**src/rtl/gb_mem_pkg.sv**
```systemverilog
// Shared memory-map constants and OAM DMA state encoding for the system bus.
`timescale 1ns/1ps
package gb_mem_pkg;

  localparam logic [15:0] OAM_BASE_ADDR = 16'hFE00;
  localparam logic [15:0] OAM_END_ADDR  = 16'hFE9F;
  localparam int unsigned OAM_BYTES     = 160;
  localparam logic [15:0] DMA_REG_ADDR  = 16'hFF46;

  typedef enum logic [1:0] {
    IDLE  = 2'd0,
    DELAY = 2'd1,
    XFER  = 2'd2
  } dma_state_t;

endpackage

```
**src/rtl/oam_dma_ctrl.sv**
```systemverilog
// OAM DMA writer: snoops FF46 writes and copies 160 source bytes into OAM
// on a fixed byte-slot cadence while holding DMA_ACTIVE for the bus arbiter.
`timescale 1ns/1ps
module oam_dma_ctrl
  import gb_mem_pkg::*;
#(
  parameter int unsigned CYCLES_PER_BYTE = 4,
  parameter int unsigned START_DELAY     = 4
) (
  input  logic        clk,
  input  logic        rst_n,
  input  logic [15:0] ADDR,
  input  logic        WR,
  input  logic [7:0]  MMIO_DATA_out,
  output logic        DMA_RD,
  output logic [15:0] DMA_ADDR,
  input  logic [7:0]  DMA_DATA_in,
  output logic        OAM_WR,
  output logic [15:0] OAM_ADDR,
  output logic [7:0]  OAM_WDATA,
  output logic        DMA_ACTIVE
);

  localparam int unsigned PW = $clog2(CYCLES_PER_BYTE);
  localparam int unsigned DW = (START_DELAY > 1) ? $clog2(START_DELAY) : 1;

  localparam logic [PW-1:0] LAST_PHASE = PW'(CYCLES_PER_BYTE - 1);
  localparam logic [DW-1:0] LAST_DELAY = DW'(START_DELAY - 1);
  localparam logic [7:0]    LAST_INDEX = 8'(OAM_BYTES - 1);

  dma_state_t    state_q, state_d;
  logic [7:0]    src_hi_q, src_hi_d;
  logic [7:0]    index_q, index_d;
  logic [PW-1:0] phase_q, phase_d;
  logic [DW-1:0] delay_q, delay_d;

  logic trigger;
  assign trigger = WR && (ADDR == DMA_REG_ADDR);

  always_comb begin
    state_d  = state_q;
    src_hi_d = src_hi_q;
    index_d  = index_q;
    phase_d  = phase_q;
    delay_d  = delay_q;
    if (trigger) begin
      // Echo RAM pages E0-FF alias work RAM C0-DF.
      src_hi_d = (MMIO_DATA_out >= 8'hE0) ? (MMIO_DATA_out & 8'hDF) : MMIO_DATA_out;
      index_d  = 8'd0;
      phase_d  = '0;
      delay_d  = '0;
      state_d  = DELAY;
    end else begin
      case (state_q)
        IDLE: ;
        DELAY: begin
          if (delay_q == LAST_DELAY) begin
            state_d = XFER;
            phase_d = '0;
          end else begin
            delay_d = delay_q + DW'(1);
          end
        end
        XFER: begin
          if (phase_q == LAST_PHASE) begin
            phase_d = '0;
            if (index_q == LAST_INDEX) begin
              state_d = IDLE;
              index_d = 8'd0;
            end else begin
              index_d = index_q + 8'd1;
            end
          end else begin
            phase_d = phase_q + PW'(1);
          end
        end
        default: state_d = IDLE;
      endcase
    end
  end

  always_ff @(posedge clk or negedge rst_n) begin
    if (!rst_n) begin
      state_q  <= IDLE;
      src_hi_q <= 8'd0;
      index_q  <= 8'd0;
      phase_q  <= '0;
      delay_q  <= '0;
    end else begin
      state_q  <= state_d;
      src_hi_q <= src_hi_d;
      index_q  <= index_d;
      phase_q  <= phase_d;
      delay_q  <= delay_d;
    end
  end

  // Addresses are zeroed whenever their strobe is low, which keeps them 0 in IDLE.
  always_comb begin
    DMA_RD     = (state_q == XFER) && (phase_q == PW'(0));
    OAM_WR     = (state_q == XFER) && (phase_q == PW'(1));
    DMA_ACTIVE = (state_q != IDLE);
    DMA_ADDR   = DMA_RD ? {src_hi_q, index_q} : 16'h0000;
    OAM_ADDR   = OAM_WR ? (OAM_BASE_ADDR + {8'h00, index_q}) : 16'h0000;
    OAM_WDATA  = OAM_WR ? DMA_DATA_in : 8'h00;
  end

endmodule

```
**config.mk**
```make
export PLATFORM = sky130hd
export DESIGN_NAME = oam_dma_ctrl
export DESIGN_NICKNAME = d
export VERILOG_FILES = /design/src/rtl/gb_mem_pkg.sv /design/src/rtl/oam_dma_ctrl.sv
export SDC_FILE = /design/constraint.sdc
export NUM_CORES = 1
export LEC_CHECK = 0
export BUFFER_PORTS_ARGS = -buffer_cell sky130_fd_sc_hd__buf_2
export CAP_MARGIN = 20
export CORE_ASPECT_RATIO = 0.7
export CORE_MARGIN = 5
export CORE_UTILIZATION = 45
export DETAILED_ROUTE_END_ITERATION = 6
export GPL_TIMING_DRIVEN = 0
export PLACE_DENSITY = 0.86
export SLEW_MARGIN = 20
export SYNTH_ARGS = -nofsm -noshare
export SYNTH_HDL_FRONTEND = slang
export SYNTH_SLANG_ARGS = --single-unit
```
**constraint.sdc**
```tcl
create_clock -name clk -period 1.9 [get_ports clk]
set_input_delay 0.095 -clock clk [delete_from_list [all_inputs] [get_ports clk]]
set_output_delay 0.095 -clock clk [all_outputs]
set_load 0.02 [all_outputs]
```
# ---- Word-level counts from Yosys, hierarchy flattened
# Cells that the tools add are included.
dict set report totals {
  latch_bits 0
  reg_bits 22
  out_inout_bits 43
  mem_bits_rw 0
  mem_count 0
  rom_bits 0
  inputBits 35
}
dict set report op_classes {
  shifts 0
  mul 0
  n_reduce_logical 14
  mux 20
  order_cmp 1
  div_mod_pow 0
  n_eq_ne 12
  addsub 4
  n_bitwise 0
}
# operator count
set ops {}
lappend ops {{$mux 8} 5}
lappend ops {{$mux 16} 2}
lappend ops {{$mux 2} 10}
lappend ops {{$eq 16x16->1 const B} 1}
lappend ops {{$add 10x9->11 const A} 1}
lappend ops {{$ne 3x3->1 const B} 3}
lappend ops {{$add 8x1->8 const B} 1}
lappend ops {{$eq 8x8->1 const B} 1}
lappend ops {{$ge 8x8->1 const B} 1}
lappend ops {{$reduce_bool 2->1} 4}
lappend ops {{$eq 2x2->1 const B} 3}
lappend ops {{$mux 6} 1}
lappend ops {{$pmux 2 s3} 1}
lappend ops {{$reduce_and 2->1} 3}
lappend ops {{$add 2x1->2 const B} 2}
lappend ops {{$eq 2x1->1 const B} 2}
lappend ops {{$logic_not 2->1} 2}
lappend ops {{$ne 2x2->1 const B} 2}
lappend ops {{$pmux 2 s2} 1}
lappend ops {{$reduce_and 4->1} 1}
lappend ops {{$logic_and 1x1->1} 3}
lappend ops {{$reduce_bool 3->1} 1}

# ---- Depth between registers and ports, before layout
# Gate-level depths: netlist of the first run.
dict set report depth {
  ltp_word 5
  depth_mapped 6
  ltp_nobuf 5
}

# ---- Worst setup path before layout of the first run
# OpenSTA, ideal clock, no wires.
dict set report synth_timing {
  kind {register to output}
  start {reg state_q[1]}
  end {out OAM_ADDR[10]}
  path_stages_with_launch 5
  t_required_ns 1.805
  path_slack_ns 0.257
  arrival_time_ns 1.548
  n_path_buf 2
  cell_sequence {dfrtp_1 nor2b_1 clkbuf_1 and2_1 buf_4}
}
dict set report synth_via {
  elab_chain_len 3
}
# element line
set synth_rtl {}
lappend synth_rtl {{from (decl)} oam_dma_ctrl.sv:31} ;# dma_state_t state_q, state_d;
lappend synth_rtl {{from (signal assigned)} oam_dma_ctrl.sv:90} ;# state_q <= state_d;
lappend synth_rtl {{$eq 2x2->1} oam_dma_ctrl.sv:101} ;# OAM_WR = (state_q == XFER) && (phase_q == PW'(1));
lappend synth_rtl {{$logic_and 1x1->1} oam_dma_ctrl.sv:101}
lappend synth_rtl {{named net OAM_WR} oam_dma_ctrl.sv:18} ;# output logic OAM_WR,
lappend synth_rtl {{$mux 16} oam_dma_ctrl.sv:104} ;# OAM_ADDR = OAM_WR ? (OAM_BASE_ADDR + {8'h00, index_q}) : 16'h0000;
lappend synth_rtl {{to (decl)} oam_dma_ctrl.sv:19} ;# output logic [15:0] OAM_ADDR,
# The timed path passes the listed nets, and every way through them passes these cells.

# ---- Final worst setup path of the first run
dict set report layout_timing {
  start {reg state_q[0]}
  end {out OAM_ADDR[12]}
}
dict set report layout_via {
  elab_chain_len 3
}
# element line
set layout_rtl {}
lappend layout_rtl {{$eq 2x2->1} oam_dma_ctrl.sv:101}
lappend layout_rtl {{$logic_and 1x1->1} oam_dma_ctrl.sv:101}
lappend layout_rtl {{$mux 16} oam_dma_ctrl.sv:104}
# Every way passes these cells.

==> results of run 1 <==
## worst paths after layout
path,start,to,slack (ns),cells past startpoint
max,state_q[0]$_DFFE_PN0P_,OAM_ADDR[12],0.1,5
max reg2reg,index_q[0]$_DFFE_PN0P_,index_q[3]$_DFFE_PN0P_,0.16,5
min in group asynchronous,rst_n,index_q[2]$_DFFE_PN0P_,0.34,2
min reg2reg,src_hi_q[0]$_DFFE_PN0N_,src_hi_q[0]$_DFFE_PN0N_,0.50,1
min,MMIO_DATA_out[4],src_hi_q[4]$_DFFE_PN0N_,0.07,2
max in group asynchronous,rst_n,state_q[0]$_DFFE_PN0P_,1.20,2
## per-stage QoR
| step | cell area, sq um | power (mW) |
|---|---|---|
| final | 1970 | 1.27 |
| after global routing | 1970 | 1.37 |
| after CTS | 1940 | 1.28 |
| after detailed placement | 1880 | 0.999 |
| after global placement | 1880 | 0.987 |
| after floorplan | 1450 | 0.844 |
## layout make-up
| cell class | instances | share of cell area (%) |
|---|---|---|
| clock buffer | 3 | 2.09 |
| multi-input combinational | 112 | 40.9 |
| inverter | 3 | 0.571 |
| tap | 38 | 2.41 |
| buffer | 16 | 5.77 |
| sequential | 22 | 28.0 |
| timing repair buffer | 78 | 20.2 |
## Yosys cell counts
cell type | count | area [sq um]
nand3_1 | 2 | 10.0
clkbuf_8 | 1 | 13.8
mux2_2 | 4 | 45.0
nor2_1 | 11 | 41.3
nand4_1 | 4 | 25.0
and3_1 | 33 | 206
clkbuf_1 | 6 | 22.5
xor2_1 | 3 | 26.3
o21ai_0 | 2 | 10.0
a311oi_1 | 1 | 8.76
a31oi_1 | 1 | 6.26
ha_1 | 5 | 62.6
buf_6 | 1 | 11.3
mux2_4 | 5 | 75.1
and3b_1 | 1 | 8.76
mux2i_1 | 2 | 20.0
or3b_2 | 1 | 8.76
and2_1 | 2 | 12.5
nor3_4 | 1 | 16.3
inv_1 | 3 | 11.3
xnor2_1 | 1 | 8.76
and4b_1 | 1 | 10.0
nor3_1 | 3 | 15.0
a2111oi_0 | 1 | 8.76
nor2b_1 | 2 | 12.5
dfrtp_1 | 22 | 551
nor4bb_1 | 1 | 10.0
or2_2 | 3 | 18.8
a211oi_1 | 1 | 7.51
a21oi_1 | 6 | 30.0
or4_4 | 1 | 11.3
a21boi_0 | 1 | 7.51
nand2_1 | 9 | 33.8
nand3b_1 | 2 | 15.0
nor3b_1 | 1 | 7.51
conb_1 | 1 | 3.75
buf_4 | 8 | 60.1
## kinds of logic (layout without fill, tap and decap cells)
group | after synthesis | in the layout | share of synthesized area, %
AO/OA/AOI/OAI | 13 | 13 | 5.43
XOR/XNOR | 4 | 4 | 2.41
adder cells (fa/ha/maj) | 5 | 5 | 4.31
buffers and inverters | 19 | 100 | 8.18
flip-flops | 22 | 22 | 37.9
multiplexers | 11 | 11 | 9.65
other | 1 | 1 | 0.258
AND/OR/NAND/NOR | 78 | 78 | 31.9
## state kept, by name, summed over array words and instances, names as in the netlist
name,cells
src_hi_q,8
index_q,8
phase_q,2
delay_q,2
state_q,2
## power by group through the flow
| stage | combinational [mW] | clock (mW) | sequential [mW] |
|---|---|---|---|
| global placement | 0.379 | 0 | 0.608 |
| finish | 0.391 | 0.279 | 0.602 |
| global route | 0.439 | 0.312 | 0.618 |
| CTS | 0.390 | 0.291 | 0.602 |
| floorplan | 0.257 | 0 | 0.587 |
| detailed placement | 0.388 | 0 | 0.610 |
## critical path: stages, from the launching register on
cell      delay, ns
dfrtp_2        0.47
nor2b_4        0.24
clkbuf_4       0.24
and2_2         0.22
buf_4          0.12
buf_2          0.15
## routing by layer
| layer | track usage, % | vias up |
|---|---|---|
| li1 | - | 704 |
| met1 | 22.5 | 624 |
| met2 | 24.7 | 77 |
| met3 | 5.84 | 0 |
| met4 | 1.45 | 0 |
| met5 | 0 | - |
## timing repair
item	4_1_cts	5_1_grt
hold buffers	1	0
setup buffers	0	1
endpoints found under the setup margin	36	35
endpoints found under the hold margin	22	0
gates resized for setup	5	9
==> run metrics, run 1 <==
post-route antenna net violation count=0; Leak=1.17 nW; Clock Pin Slew Worst Setup and Hold Paths=0.07 ns; total of max-cap violations=0; Final HPWL DP=2790 um; dpl cells=267; vias per std cell=5.17; die span in x=77.9 um; total track usage=16.0%; Fmax=0.555 GHz; Synth Instances=153; Reg area=553 sq um; CTS Buffer Depth=2; layout cells sized above 1=48.7%; nets@finish=276; largest net degree at the start of global routing=23; Layout Utilization=63.1%; status=finished clean; DR DRC count=0; WL per Instance=13.1 um; post-synthesis sequential area ratio=37.9%; Critical Path RT=1.80 ns; post-route setup TNS=0 ns; die area=4480 sq um; Hold Slack=0.0665 ns; I/O Buffers=76; Yosys reg bits=22; worst setup path class=reg -> out; CORE AREA=3130 sq um; CTS tree=done; Pint=0.827 mW; Sw Pwr=0.444 mW; crit path DAT=1.71 ns; Layout area overhead=35.7%; Starting Density=46.5%; Non-Filler Instances=272; Mapped Area=1450 sq um; fill cell count=255; maximum vdd drop=0.368 mV; initial antenna violation count=0; GRT Residual Overflow=0; die span in y=57.5 um; RSZ-0062 raised after global routing=no; sequential power share=47.3%; Pwr Density=645 nW/um^2; routability cong.=0.787; DR WL met3=479 um; Post-Route WL=3570 um; area of the multi-input gates=807 sq um; Startpoint Class=flop; CTS Sinks=22; critical-path maximum fanout=10; Clk network pwr share=21.9%; worst skew pair latency=0.25 ns; Sw Share=34.9%; drt initial violations=105; warnings from Yosys=0; DR top layer=met3; wire length of the first global-routing pass=5980 um; Ports=78; vias in the first global route=1,270; TritonRoute pass-1 iters=4; site row count=17; final critical-path share of the clock period=94.8%; HP Class=in -> reg; H-Tree Depth=1; Max Slew Vio Count=0; Critical Path End Type=output port; Worst Setup Slack, final=0.0979 ns; Synth Area per Inst=9.49 sq um; via count=1,405; commonest non-fill, non-tap cell in the layout=buf_2; Gate power share=30.7%; final setup vio count=0; Max Clock Skew=0.00147 ns; synth unique cells=37; syn nets=193; met1 WL=1570 um; final hold vios=0; Setup WS pre-CTS=-0.152 ns; Final min period=1.80 ns; Antenna diodes=0; CTS Buf Count=3; CTS Root Cell=clkbuf_8; Met2 Wirelength=1530 um; most frequent cells in the layout=buf_2, and3_1, dfrtp_1, nor2_1
Power figures use the tool's default switching activity.
==> run 2: changes to the inputs <==
--- a/config.mk
+++ b/config.mk
@@ -5,6 +5,7 @@
 export SDC_FILE = /design/constraint.sdc
 export NUM_CORES = 1
 export LEC_CHECK = 0
+export ABC_AREA = 1
 export BUFFER_PORTS_ARGS = -buffer_cell sky130_fd_sc_hd__buf_2
 export CAP_MARGIN = 20
 export CORE_ASPECT_RATIO = 0.7
@@ -12,7 +13,7 @@
 export CORE_UTILIZATION = 45
 export DETAILED_ROUTE_END_ITERATION = 6
 export GPL_TIMING_DRIVEN = 0
-export PLACE_DENSITY = 0.86
+export PLACE_DENSITY = 0.84
 export SLEW_MARGIN = 20
 export SYNTH_ARGS = -nofsm -noshare
 export SYNTH_HDL_FRONTEND = slang
==> run metrics, run 2 <==
Fmax=0.568 GHz (was 0.555 GHz); Starting Density=46.7% (was 46.5%); site row count=18 (was 17); Startpoint Class=flop (unchanged); crit path DAT=1.67 ns (was 1.71 ns); Layout area overhead=33.8% (was 35.7%); Non-Filler Instances=385 (was 272); CTS Root Cell=clkbuf_8 (unchanged); layout cells sized above 1=33.1% (was 48.7%); final hold vios=0 (unchanged); fraction of registers with async set or reset after synthesis=100% (unchanged); Layout Utilization=62.5% (was 63.1%); Critical Path End Type=output port (unchanged); worst setup path class=reg -> out (unchanged); Antenna diodes=0 (unchanged); Max Clock Skew=0.00261 ns (was 0.00147 ns); syn nets=293 (was 193); total track usage=17.5% (was 16.0%); nets@finish=376 (was 276); Final HPWL DP=3390 um (was 2790 um); wire length of the first global-routing pass=6840 um (was 5980 um); most frequent cells in the layout=buf_2, nand2_1, nor2_1, inv_1, dfrtp_1 (was buf_2, and3_1, dfrtp_1, nor2_1); post-route setup TNS=0 ns (unchanged); Tightest Pin Transition=0.490 ns; Synth Instances=253 (was 153); initial antenna violation count=0 (unchanged); Synth area leaders=dfrtp_1, nand2_1, nor2_1 (was dfrtp_1, and3_1, mux2_4); post-route antenna net violation count=0 (unchanged); RSZ-0062 raised after global routing=no (unchanged); die span in x=82.2 um (was 77.9 um); commonest non-fill, non-tap cell in the layout=buf_2 (unchanged); I/O Buffers=76 (unchanged); dpl cells=379 (was 267); Pint=1.27 mW (was 0.827 mW); top flop regs=index_q x8, src_hi_q x8 (unchanged); sequential power share=29.3% (was 47.3%); combinational family with the most area after synthesis=simple AND/OR/NAND/NOR gates (unchanged); vias in the first global route=1,597 (was 1,270); CTS Buffer Depth=2 (unchanged); dominant synthesized flop cell=dfrtp_1 (unchanged); most frequent cells after synthesis=nand2_1, nor2_1, inv_1 (was and3_1, dfrtp_1, nor2_1); vias per std cell=4.50 (was 5.17); compound-gate portion of the synthesized area=8.08% (was 5.43%); critical-path maximum fanout=10 (unchanged); maximum vdd drop=0.705 mV (was 0.368 mV); H-Tree Depth=1 (unchanged); final critical-path share of the clock period=92.7% (was 94.8%); Clock Pin Slew Worst Setup and Hold Paths=0.08 ns (was 0.07 ns); Sw Share=44.9% (was 34.9%); WL per Instance=11.0 um (was 13.1 um); die span in y=60.5 um (was 57.5 um); top-count cell post-synth=nand2_1 (was and3_1); DR DRC count=0 (unchanged); Critical Path RT=1.80 ns (about the same); CTS tree=done (unchanged); Final min period=1.76 ns (was 1.80 ns); largest net degree at the start of global routing=23 (unchanged); die area=4970 sq um (was 4480 sq um); CTS Sinks=22 (unchanged); adder-cell area share of the yosys netlist=3.81% (was 4.31%); routability cong.=0.835 (was 0.787); HP Class=in -> reg (unchanged); Leak=1.35 nW (was 1.17 nW); via count=1,734 (was 1,405); worst skew pair latency=0.26 ns (was 0.25 ns); warnings from Yosys=0 (unchanged); status=finished clean (unchanged); CORE AREA=3510 sq um (was 3130 sq um); Gate power share=51.7% (was 30.7%); TritonRoute pass-1 iters=4 (unchanged); Ports=78 (unchanged); Post-Route WL=4230 um (was 3570 um); synth unique cells=25 (was 37); Pwr Density=1050 nW/um^2 (was 645 nW/um^2); top-area cell type share of the netlist area=33.5% (was 37.9%); XOR/XNOR Fraction of Synth Area=1.60% (was 2.41%); Sw Pwr=1.04 mW (was 0.444 mW); Synth Area per Inst=6.49 sq um (was 9.49 sq um); post-synthesis mux area share=0% (was 9.65%); Synth area leader=dfrtp_1 (unchanged); GRT Residual Overflow=0 (unchanged); Mapped Area=1640 sq um (was 1450 sq um); number of flops mapped to enable cells by yosys=0 (unchanged); simple-gate share of the synthesized area=35.9% (was 31.9%); CTS Buf Count=3 (unchanged); total of max-cap violations=0 (unchanged); drt initial violations=87 (was 105); final setup vio count=0 (unchanged); Clk network pwr share=19.0% (was 21.9%); post-synthesis sequential area ratio=33.5% (was 37.9%); Yosys reg bits=22 (unchanged); Max Slew Vio Count=0 (unchanged); Relative slew margins=67.0%
## run 2: cell count changes in the layout (fill, tap and decap cells not counted), moves of 3 or more
cell      delta
clkbuf_1     -3
nor2_2       +5
mux2_4       -5
and3_1      -33
nand2_1     +50
a21oi_1      -5
or2_2        -3
nor2_1      +39
o21ai_0     +10
inv_1       +44
mux2_2       -4
nand3_1     +12
o21ai_2      +3
## run 2: timing repair
item	4_1_cts	5_1_grt
endpoints found under the setup margin	7	13
gates resized for setup	0	6
hold buffers	1	0
pin swaps	1	0
endpoints found under the hold margin	22	0
setup buffers	2	0
## run 2: per-stage QoR
step | cell area (sq um) | power (mW) | hold slack (ns) | setup WS (ns)
floorplan | 1640 | 1.50 | -0.201 | 0.424
global placement | 2080 | 1.84 | 0.0843 | 0.274
detailed placement | 2080 | 1.86 | 0.0889 | 0.239
CTS | 2180 | 2.31 | 0.0343 | 0.0293
global route | 2200 | 2.49 | 0.0447 | 0.0204
finish | 2200 | 2.31 | 0.0395 | 0.139
## run 2: worst paths after layout
check | from | endpoint | slack [ns] | cells after the start
max | phase_q[0]$_DFFE_PN0P_ | OAM_ADDR[11] | 0.14 | 6
min | MMIO_DATA_out[0] | src_hi_q[0]$_DFFE_PN0N_ | 0.04 | 3
max reg2reg | index_q[0]$_DFFE_PN0P_ | state_q[1]$_DFFE_PN0P_ | 0.47 | 9
min reg2reg | delay_q[0]$_DFFE_PN0P_ | delay_q[0]$_DFFE_PN0P_ | 0.50 | 1
max in group asynchronous | rst_n | phase_q[0]$_DFFE_PN0P_ | 1.24 | 2
min in group asynchronous | rst_n | index_q[5]$_DFFE_PN0P_ | 0.33 | 2
## run 2: worst max-delay path: stages (launching register included)
cell,delay [ns]
dfrtp_1,0.42
ha_1,0.24
nand2_4,0.12
buf_6,0.16
clkinvlp_4,0.16
buf_4,0.16
buf_2,0.15
## run 2: kinds of logic (layout without fill, tap and decap cells)
group / Yosys count / count (layout)
adders and majority gates: 5 / 5
xor gates and xnor gates: 3 / 3
DFF: 22 / 22
other: 1 / 1
AOI/OAI and AO/OA: 22 / 22
buffers and inverters: 62 / 144
and+or+nand+nor: 138 / 138
## run 2: power groups by stage
stage	logic [mW]	clock network [mW]	registers, mW
2_1_floorplan	0.839	0	0.661
6_report	1.19	0.438	0.677
3_5_place_dp	1.17	0	0.686
4_1_cts	1.19	0.444	0.676
3_3_place_gp	1.15	0	0.684
5_1_grt	1.33	0.465	0.695
## run 2: final cells by class
cell class	count	area, sq um
Buffer	11	90.1
Clock buffer	3	41.3
Clock inverter	1	30.0
Fill cell	335	1320
Inverter	50	191
Multi-Input combinational cell	169	825
Sequential cell	22	551
Tap cell	50	62.6
Timing Repair Buffer	79	405
## run 2: layer usage
metal,share of wire (%),vias up,track usage (%)
li1,-,916,-
met1,44,781,22.7
met2,51,35,31.2
met3,4.4,2,4.01
met4,0.24,0,1.42
met5,0,-,0
